===== config.mk =====
export PLATFORM = sky130hd
export DESIGN_NAME = rect_fill_engine
export DESIGN_NICKNAME = d
export VERILOG_FILES = /design/src/rtl/video_pkg.sv /design/src/rtl/fill_addr_gen.sv /design/src/rtl/rect_fill_engine.sv
export SDC_FILE = /design/constraint.sdc
export NUM_CORES = 1
export LEC_CHECK = 0
export ABC_AREA = 1
export BUFFER_PORTS_ARGS = -buffer_cell sky130_fd_sc_hd__buf_2
export CORE_MARGIN = 2
export CORE_UTILIZATION = 45
export CTS_BUF_LIST = sky130_fd_sc_hd__clkbuf_4 sky130_fd_sc_hd__clkbuf_8
export DETAILED_ROUTE_END_ITERATION = 8
export PLACE_DENSITY = 0.72
export SETUP_SLACK_MARGIN = 0.02
export SLEW_MARGIN = 20
export SYNTH_ARGS = -nofsm -noshare
export SYNTH_HDL_FRONTEND = slang
export SYNTH_SLANG_ARGS = --single-unit

===== constraint.sdc =====
create_clock -name clk -period 11.31 [get_ports clk]
set_input_delay 0 -clock clk [delete_from_list [all_inputs] [get_ports clk]]
set_output_delay 0 -clock clk [all_outputs]
set_load 0.005 [all_outputs]

===== src/rtl/video_pkg.sv =====
`default_nettype none
// ============================================================================
//  Module      : video_pkg
//  Description : Shared frame-buffer geometry, FSM state type and a pixel
//                address helper for the rectangle-fill engine.
//  Revision    : 1.0 - initial release
// ============================================================================
package video_pkg;

  localparam int COLS   = 80;
  localparam int ROWS   = 60;
  localparam int ADDR_W = 13;
  localparam int DATA_W = 24;

  typedef enum logic [1:0] {
    IDLE = 2'd0,
    FILL = 2'd1,
    DONE = 2'd2
  } state_t;

  // Row-major frame-buffer address, truncated to the write-port width.
  function automatic logic [ADDR_W-1:0] pixel_addr(input int unsigned row,
                                                   input int unsigned col);
    int unsigned lin;
    lin = row * COLS + col;
    return lin[ADDR_W-1:0];
  endfunction

endpackage
`default_nettype wire


===== src/rtl/fill_addr_gen.sv =====
`default_nettype none
// ============================================================================
//  Module      : fill_addr_gen
//  Description : Column/row counters and row-base accumulator for a rectangle
//                fill. The addr output is the address of the pixel that the
//                counters will describe after the current edge, so the caller
//                can register it into the write port in the same cycle.
//  Revision    : 1.0 - initial release
// ============================================================================
module fill_addr_gen
  import video_pkg::*;
#(
  parameter int COLS   = video_pkg::COLS,
  parameter int ADDR_W = video_pkg::ADDR_W
) (
  input  logic              clk,
  input  logic              rst,
  input  logic              start,
  input  logic              step,
  input  logic [6:0]        x,
  input  logic [5:0]        y,
  input  logic [6:0]        w,
  input  logic [5:0]        h,
  output logic [ADDR_W-1:0] addr,
  output logic              last
);

  logic [6:0]        x_q, w_q, col_cnt, col_nxt, x_nxt;
  logic [5:0]        h_q, row_cnt, row_nxt;
  logic [ADDR_W-1:0] row_base, base_nxt;
  logic              end_of_row;

  assign end_of_row = (col_cnt == w_q - 7'd1);
  assign last       = end_of_row && (row_cnt == h_q - 6'd1);

  // Next counter values: the only multiply happens on start, rows then add COLS.
  always_comb begin
    col_nxt  = col_cnt;
    row_nxt  = row_cnt;
    base_nxt = row_base;
    x_nxt    = x_q;
    if (start) begin
      col_nxt  = 7'd0;
      row_nxt  = 6'd0;
      base_nxt = ADDR_W'(y) * ADDR_W'(COLS);
      x_nxt    = x;
    end else if (step) begin
      if (end_of_row) begin
        col_nxt  = 7'd0;
        row_nxt  = row_cnt + 6'd1;
        base_nxt = row_base + ADDR_W'(COLS);
      end else begin
        col_nxt  = col_cnt + 7'd1;
      end
    end
    addr = base_nxt + ADDR_W'(x_nxt) + ADDR_W'(col_nxt);
  end

  // Counter and geometry registers.
  always_ff @(posedge clk or posedge rst) begin
    if (rst) begin
      x_q      <= '0;
      w_q      <= '0;
      h_q      <= '0;
      col_cnt  <= '0;
      row_cnt  <= '0;
      row_base <= '0;
    end else begin
      if (start) begin
        w_q <= w;
        h_q <= h;
      end
      x_q      <= x_nxt;
      col_cnt  <= col_nxt;
      row_cnt  <= row_nxt;
      row_base <= base_nxt;
    end
  end

endmodule
`default_nettype wire


===== src/rtl/rect_fill_engine.sv =====
`default_nettype none
// ============================================================================
//  Module      : rect_fill_engine
//  Description : Accepts one rectangle-fill command over valid/ready and emits
//                one registered frame-buffer write per clock until the block
//                is painted, then pulses done.
//                Build option RECT_FILL_CLIP_EN: clip the rectangle to the
//                screen at accept time; otherwise rows overrun linearly and
//                addresses wrap modulo 2^ADDR_W.
//  Revision    : 1.0 - initial release
// ============================================================================
module rect_fill_engine
  import video_pkg::*;
#(
  parameter int COLS   = video_pkg::COLS,
  parameter int ADDR_W = video_pkg::ADDR_W,
  parameter int DATA_W = video_pkg::DATA_W
) (
  input  logic              clk,
  input  logic              rst,
  input  logic              cmd_valid,
  output logic              cmd_ready,
  input  logic [6:0]        cmd_x,
  input  logic [5:0]        cmd_y,
  input  logic [6:0]        cmd_w,
  input  logic [5:0]        cmd_h,
  input  logic [DATA_W-1:0] cmd_color,
  output logic [ADDR_W-1:0] mem_waddr,
  output logic [DATA_W-1:0] mem_wdata,
  output logic              mem_web,
  output logic              busy,
  output logic              done
);

  state_t            state, state_nxt;
  logic [6:0]        w_eff;
  logic [5:0]        h_eff;
  logic              area_zero, start, step, web_nxt, last;
  logic [ADDR_W-1:0] gen_addr;

`ifdef RECT_FILL_CLIP_EN
  logic [7:0] x8, y8, room_x, room_y;

  // Clip width/height to the visible area; off-screen origins give zero area.
  always_comb begin
    x8     = {1'b0, cmd_x};
    y8     = {2'b00, cmd_y};
    room_x = 8'(COLS) - x8;
    room_y = 8'(video_pkg::ROWS) - y8;
    w_eff  = 7'd0;
    h_eff  = 6'd0;
    if (x8 < 8'(COLS)) begin
      w_eff = ({1'b0, cmd_w} < room_x) ? cmd_w : room_x[6:0];
    end
    if (y8 < 8'(video_pkg::ROWS)) begin
      h_eff = ({2'b00, cmd_h} < room_y) ? cmd_h : room_y[5:0];
    end
  end
`else
  assign w_eff = cmd_w;
  assign h_eff = cmd_h;
`endif

  assign area_zero = (w_eff == 7'd0) || (h_eff == 6'd0);
  assign cmd_ready = (state == IDLE);
  assign start     = cmd_ready && cmd_valid;
  assign step      = (state == FILL) && !last;

  fill_addr_gen #(
    .COLS   (COLS),
    .ADDR_W (ADDR_W)
  ) u_addr_gen (
    .clk   (clk),
    .rst   (rst),
    .start (start),
    .step  (step),
    .x     (cmd_x),
    .y     (cmd_y),
    .w     (w_eff),
    .h     (h_eff),
    .addr  (gen_addr),
    .last  (last)
  );

  // Next state and next write-enable.
  always_comb begin
    state_nxt = state;
    web_nxt   = 1'b0;
    case (state)
      IDLE: begin
        if (cmd_valid) begin
          state_nxt = area_zero ? DONE : FILL;
          web_nxt   = !area_zero;
        end
      end
      FILL: begin
        if (last) begin
          state_nxt = DONE;
        end else begin
          web_nxt = 1'b1;
        end
      end
      DONE:    state_nxt = IDLE;
      default: state_nxt = IDLE;
    endcase
  end

  // State register and registered write-port / status outputs.
  always_ff @(posedge clk or posedge rst) begin
    if (rst) begin
      state     <= IDLE;
      mem_web   <= 1'b0;
      mem_waddr <= '0;
      mem_wdata <= '0;
      busy      <= 1'b0;
      done      <= 1'b0;
    end else begin
      state   <= state_nxt;
      mem_web <= web_nxt;
      busy    <= (state_nxt != IDLE);
      done    <= (state_nxt == DONE);
      if (web_nxt) begin
        mem_waddr <= gen_addr;
      end
      if (start) begin
        mem_wdata <= cmd_color;
      end
    end
  end

endmodule
`default_nettype wire


# Yosys cells after proc, flatten, opt, wreduce, memory -nomap -nowiden
# Index checks and enable logic that the tools add are counted.
[totals]
ff_bits = 88
elab_cells = 54
output_inout_bits = 41
[op_classes]
eq_ne = 4
add_sub_neg = 7
n_reduce_logical = 13
n_mul = 1
n_mux = 17
[ops]
columns = ["cell", "n"]
rows = [
  ["two-way mux 13 bit", 3],
  ["two-way mux 7 bit", 4],
  ["adder 13 x 7 -> 13 bit", 2],
  ["two-way mux 6 bit", 3],
  ["adder 13 x 7 -> 13 bit (second input constant)", 1],
  ["multiplier 6 x 3 -> 9 bit (second input constant)", 1],
  ["adder 7 x 1 -> 7 bit (second input constant)", 1],
  ["== test 7 bit", 1],
  ["logical NOT 7 bit", 1],
  ["subtractor 7 x 1 -> 7 bit (second input constant)", 1],
  ["adder 6 x 1 -> 6 bit (second input constant)", 1],
  ["== test 6 bit", 1],
  ["logical NOT 6 bit", 1],
  ["two-way mux 2 bit", 3],
  ["nonzero test 2 bit", 3],
  ["subtractor 6 x 1 -> 6 bit (second input constant)", 1],
  ["case mux 2 bit (2 select lines)", 1],
  ["logical AND 1 bit", 3],
  ["== test 2 x 1 -> 1 bit (second input constant)", 1],
  ["== test 2 bit (second input constant)", 1],
  ["logical NOT 1 bit", 2],
  ["logical NOT 2 bit", 1],
  ["two-way mux 1 bit", 2],
  ["case mux 1 bit (2 select lines)", 1],
  ["2 further kinds", 2],
]

# Logic depth before layout (Yosys ltp)
[logic_depth]
depth_word = 9
depth_mapped = 31
ltp_nobuf = 31

# Hierarchy
# Synthesis repeated with hierarchy kept, for this count alone.
[hier_totals]
hier_cells = 653
hier_area_um2 = 5078.6
[modules_own_cells]
columns = ["module", "seq_area_each_um2", "cells_each", "area_each_um2", "n_inst"]
rows = [
  ["fill_addr_gen", 1151.1, 458, 3374.5, 1],
  ["rect_fill_engine", 1051.0, 195, 1704.1, 1],
]

# Least setup slack after synthesis
# No wires, ideal clock.
[synth_timing]
path_kind = "flip-flop to flip-flop"
startpoint = "register u_addr_gen.h_q[0]"
endpoint = "register mem_waddr[12]"
setup_slack_ps = 7371
stages_incl_launch_ff = 30
synth_period_minus_slack_ps = 3939
setup_time_ps = 117
t_required_ps = 11193
t_arrival_ps = 3822
n_path_buf = 0
cell_sequence = "dfrtp_1 inv_1 ha_1 or2_2 nand2_1 nor2_1 nand3_1 nor2_2 nand3_4 nand2_4 inv_4 nand4_1 nand2_1 nor3b_1 fa_1 ha_1 a21oi_1 nand2_1 nand2_1 nand2_1 a21oi_1 nor2_1 nor2_1 o21bai_1 nand3_1 nor2_4 nand3_1 nand2_1 nand3_1 nand2_1"
[synth_via]
word_cells_on_any_way = 13
classes_between = "3 x add/sub; 1 x eq/ne; 6 x mux; 3 x reduce/logical"
[synth_lines]
columns = ["item", "line_no", "source"]
rows = [
  ["start: declaration", "fill_addr_gen.sv:29", "logic [5:0] h_q, row_cnt, row_nxt;"],
  ["start signal: assignment", "fill_addr_gen.sv:71", "h_q <= h;"],
  ["subtractor 6 x 1 -> 6 bit", "fill_addr_gen.sv:34", "assign last = end_of_row && (row_cnt == h_q - 6'd1);"],
  ["== test 6 bit", "fill_addr_gen.sv:34", ""],
  ["logical AND 1 bit", "fill_addr_gen.sv:34", ""],
  ["logical NOT 1 bit", "rect_fill_engine.sv:67", "assign step = (state == FILL) && !last;"],
  ["logical AND 1 bit", "rect_fill_engine.sv:67", ""],
  ["two-way mux 7 bit", "fill_addr_gen.sv:47", "end else if (step) begin"],
  ["two-way mux 7 bit", "fill_addr_gen.sv:42", "if (start) begin"],
  ["named net u_addr_gen.col_nxt[3]", "fill_addr_gen.sv:28", "logic [6:0] x_q, w_q, col_cnt, col_nxt, x_nxt;"],
  ["adder 13 x 7 -> 13 bit", "fill_addr_gen.sv:56", "addr = base_nxt + ADDR_W'(x_nxt) + ADDR_W'(col_nxt);"],
  ["end signal: assignment", "rect_fill_engine.sv:123", "mem_waddr <= gen_addr;"],
  ["end: declaration", "rect_fill_engine.sv:28", "output logic [ADDR_W-1:0] mem_waddr,"],
]
# The timed path passes the listed nets, and every way through them passes these cells.
# A chain may end at the register's enable or synchronous reset.

# Worst setup path after layout
[layout_timing]
startpoint = "register state[0]"
endpoint = "register mem_waddr[12]"
[layout_via]
word_cells_on_any_way = 12
classes_between = "2 x add/sub; 1 x eq/ne; 6 x mux; 3 x reduce/logical"
[layout_lines]
columns = ["item", "line_no", "source"]
rows = [
  ["start: declaration", "rect_fill_engine.sv:35", "state_t state, state_nxt;"],
  ["start signal: assignment", "rect_fill_engine.sv:118", "state <= state_nxt;"],
  ["logical NOT 2 bit", "rect_fill_engine.sv:65", "assign cmd_ready = (state == IDLE);"],
  ["logical AND 1 bit", "rect_fill_engine.sv:66", "assign start = cmd_ready && cmd_valid;"],
  ["two-way mux 7 bit", "fill_addr_gen.sv:42", ""],
  ["named net u_addr_gen.x_nxt[2]", "fill_addr_gen.sv:28", ""],
  ["adder 13 x 7 -> 13 bit (2 in a row)", "fill_addr_gen.sv:56", ""],
]
# The timed path passes the listed nets, and every way through them passes these cells.

==> out/metrics.yaml <==
die_y_um: 110
clkPwrFrac_pct: 13.7
yosys_warnings: 0
critPathRequiredTime_ps: 11560
power.internal_w: 0.000981
arrival_ps: 5090
netlist_instances: 635
grt_pass1_vias: 4490
use_met2_pct: 34.6
comb_power_share_pct: 55.3
routedWlPerCell_um: 12.7
dominantRegCellSynth: "dfrtp_1"
post-place-ws_ps: 6520
n_antenna_cell: 0
syn_avg_cell_area_um2: 7.99
async_flop_share_pct: 100
synth_nets: 717
fin_crit_sh_pct: 42.8
r2r_start: "state[0]"
synthDistinctLibCells: 45
cts_tree: "built"
setup_tns_ps: 0
h-tree-depth: 3
grt_max_degree: 89
path_cells: "nor2_1 > nand2_2 > buf_4 > clkinv_1 > buf_4 > nand2_1 > nand2_1 > fa_1 > ha_1 > nand3_1 > nand2_1 > nand2_1 > nand2_1 > a21oi_1 > nor2_1 > nor2_1 > o21bai_1 > nand3_1 > nor2_4 > nand4_1 > nand3_1 > nand2_1"
io_pins: 94
ys_seq_area_share_pct: 43.4
gp_congestion: 0.895
ff_latch_area_mm2: 0.00220
synthTopCellsByArea: "dfrtp_1, nand2_1, ha_1"
slew_headroom_pct: 48.4
critPathMostFrequentCell: "nand2_1"
start_util_pct: 46.4
critPathCaptureType: "register"
drt_iter0_markers: 251
rows: 38
final.setup.worst_slack_ps: 6470
finClkSkew_ps: 9.27
mostFrequentLayoutCells: "nand2_1, buf_2, dfrtp_1"
vias: 4488
clock-sinks: 88
syn_to_final_growth_pct: 25.5
seq_power_share_pct: 31.0
numCtsBuffers: 9
drcViolationCount: 0
hp-start: "cmd_y[0]"
path_clk_slew_ps: 90
grt_setup_unrepaired: "no"
port_buffers: 93
wl_um: 11600
max_freq_ghz: 0.207
die_x_um: 110
drv_cap: 0
stdcell_count: 919
grtUsageTotal_pct: 21.0
synth.top_cell.area_share_pct: 43.4
leakage_nw: 3.32
synth_edf_count: 0
slew_violations: 0
syn_area_mm2: 0.00507
grt-ovfl-total: 0
pwr_density_cell_mw_per_mm2: 280
layout_commonest_cell: "nand2_1"
synth_largest_area_cell: "dfrtp_1"
met1_usage_pct: 27.6
grt_pass1_wl_um: 20000
swShare_pct: 45.0
fillers: 959
grt-busiest-layer: "met2"
vdd_drop_max_mv: 0.137
status: "complete, no violations"
synth-seq-cells: 88
fin_nets: 856
final-setup-viol-count: 0
multi_input_area_mm2: 0.00252
worstSetupStartpointType: "register"
dpl.hpwl_um: 8280
root_buffer: "clkbuf_8"
final.min_clock_period_ps: 4840
power_w: 0.00178
antenna_found_initial: 0
cts_setup_buffers: 0
worstPathMaxFanout: 62
clk_latency_ps: 360
switchingPower_w: 0.000802
cts.path.max_buffers: 2
dr.pass1.iters: 5
cp-startpoint: "state[0]"
drive_above_1_share_pct: 20.7
critical_path.max_stage_delay_ps: 810
met3_usage_pct: 4.64
placedCellCount: 857
antenna_left: 0
post_drt_via_cell_ratio: 4.88
fp.coreArea_mm2: 0.0109
tightest_slew_ps: 774
die-area_mm2: 0.0121
path_class: "register to register"
hold_viol: 0
hp-class: "input pin to register"
critical-path-slowest-cell: "clkinv_1"
-- cells in the mapped netlist (2+ instances only) --
cell type,number
nand2_1,222
dfrtp_1,88
inv_1,66
nor2_1,38
o21ai_0,38
nand3_1,31
ha_1,20
nand2_2,14
a21oi_1,13
clkbuf_1,9
fa_1,9
xor2_1,8
nand4_1,6
nor3_1,6
xnor2_1,6
inv_2,5
nor2_2,5
a211oi_1,3
nand2_4,3
nand3_2,3
nand3_4,3
nor3b_1,3
nor4_1,3
o21bai_1,3
or2_2,3
a21oi_2,2
buf_1,2
buf_2,2
clkinv_1,2
inv_4,2
nor2_4,2
o22ai_1,2
-- layer usage --
metal | vias up | share of wire (%) | wire length [um]
li1 | 2284 | - | -
met3 | 18 | 5.1 | 589
met2 | 121 | 48 | 5640
met4 | 0 | 1.8 | 204
met1 | 2065 | 45 | 5200
met5 | - | 0 | 0
-- power groups by stage --
| stage | sequential (W) | combinational (W) | clock [W] |
|---|---|---|---|
| after floorplan | 0.000545 | 0.000714 | 0 |
| after global placement | 0.000551 | 0.000943 | 0 |
| after detailed placement | 0.000554 | 0.000972 | 0 |
| after CTS | 0.000551 | 0.000989 | 0.000251 |
| after global routing | 0.000568 | 0.00113 | 0.000264 |
| final | 0.000553 | 0.000986 | 0.000244 |
-- per-stage QoR --
step / utilization, % / hold slack, ps / area, um^2
4_1_cts: 58.1 / 11.2 / 6350
5_1_grt: 58.2 / 58.0 / 6370
2_1_floorplan: - / 110 / 5070
3_5_place_dp: 51.9 / 198 / 5680
6_report: 58.2 / 71.0 / 6370
3_3_place_gp: 51.9 / 194 / 5680
-- final timing paths --
path                                                to  slack [ps]  depth (start not counted)
min in group asynchronous                mem_wdata[15]         390                          4
worst max-delay path                     mem_waddr[12]        6470                         22
worst max register to register           mem_waddr[12]        6470                         22
worst min register to register            mem_waddr[2]         480                          2
worst min-delay path            u_addr_gen.row_base[4]          70                          3
max in group asynchronous                 mem_waddr[6]       10410                          4
-- what timing repair did --
item,CTS,global route
resized for setup,0,0
hold buffers,45,1
hold endpoints to repair,45,88
-- registers in the layout, indices dropped and copies added, names as in the netlist --
register and flops:
mem_wdata 24, mem_waddr 13, u_addr_gen.row_base 13, u_addr_gen.col_cnt 7, u_addr_gen.w_q 7, u_addr_gen.x_q 7, u_addr_gen.h_q 6, u_addr_gen.row_cnt 6
state 2, busy 1, done 1, mem_web 1
-- critical path, delay by kind of cell (launching register included) --
| family | cells | cell delay, ps |
|---|---|---|
| buf+inv | 3 | 1840 |
| fa+ha+maj | 2 | 850 |
| simple gates | 15 | 1380 |
| compound gates | 2 | 260 |
| flops | 1 | 350 |
-- cell families (layout without fill, tap and decap cells) --
logic type / count (synthesis) / after routing / synth area share (%)
adder cells (fa/ha/maj): 29 / 29 / 8.48
flip-flops: 88 / 88 / 43.4
XOR/XNOR: 14 / 14 / 2.42
buffers and inverters: 90 / 234 / 6.98
AND/OR/NAND/NOR: 345 / 345 / 30.8
AO/OA/AOI/OAI: 69 / 69 / 7.89
-- area by class of cell --
class / instances / share of cell area, %
well taps: 140 / 2.75
repair buffers: 142 / 15.0
clock buffers: 9 / 1.94
multi-input cells: 457 / 39.5
flip-flops and latches: 88 / 34.6
clock inverters: 7 / 1.59
inverters: 76 / 4.66
Note: power is estimated with default switching activity, not from simulation.
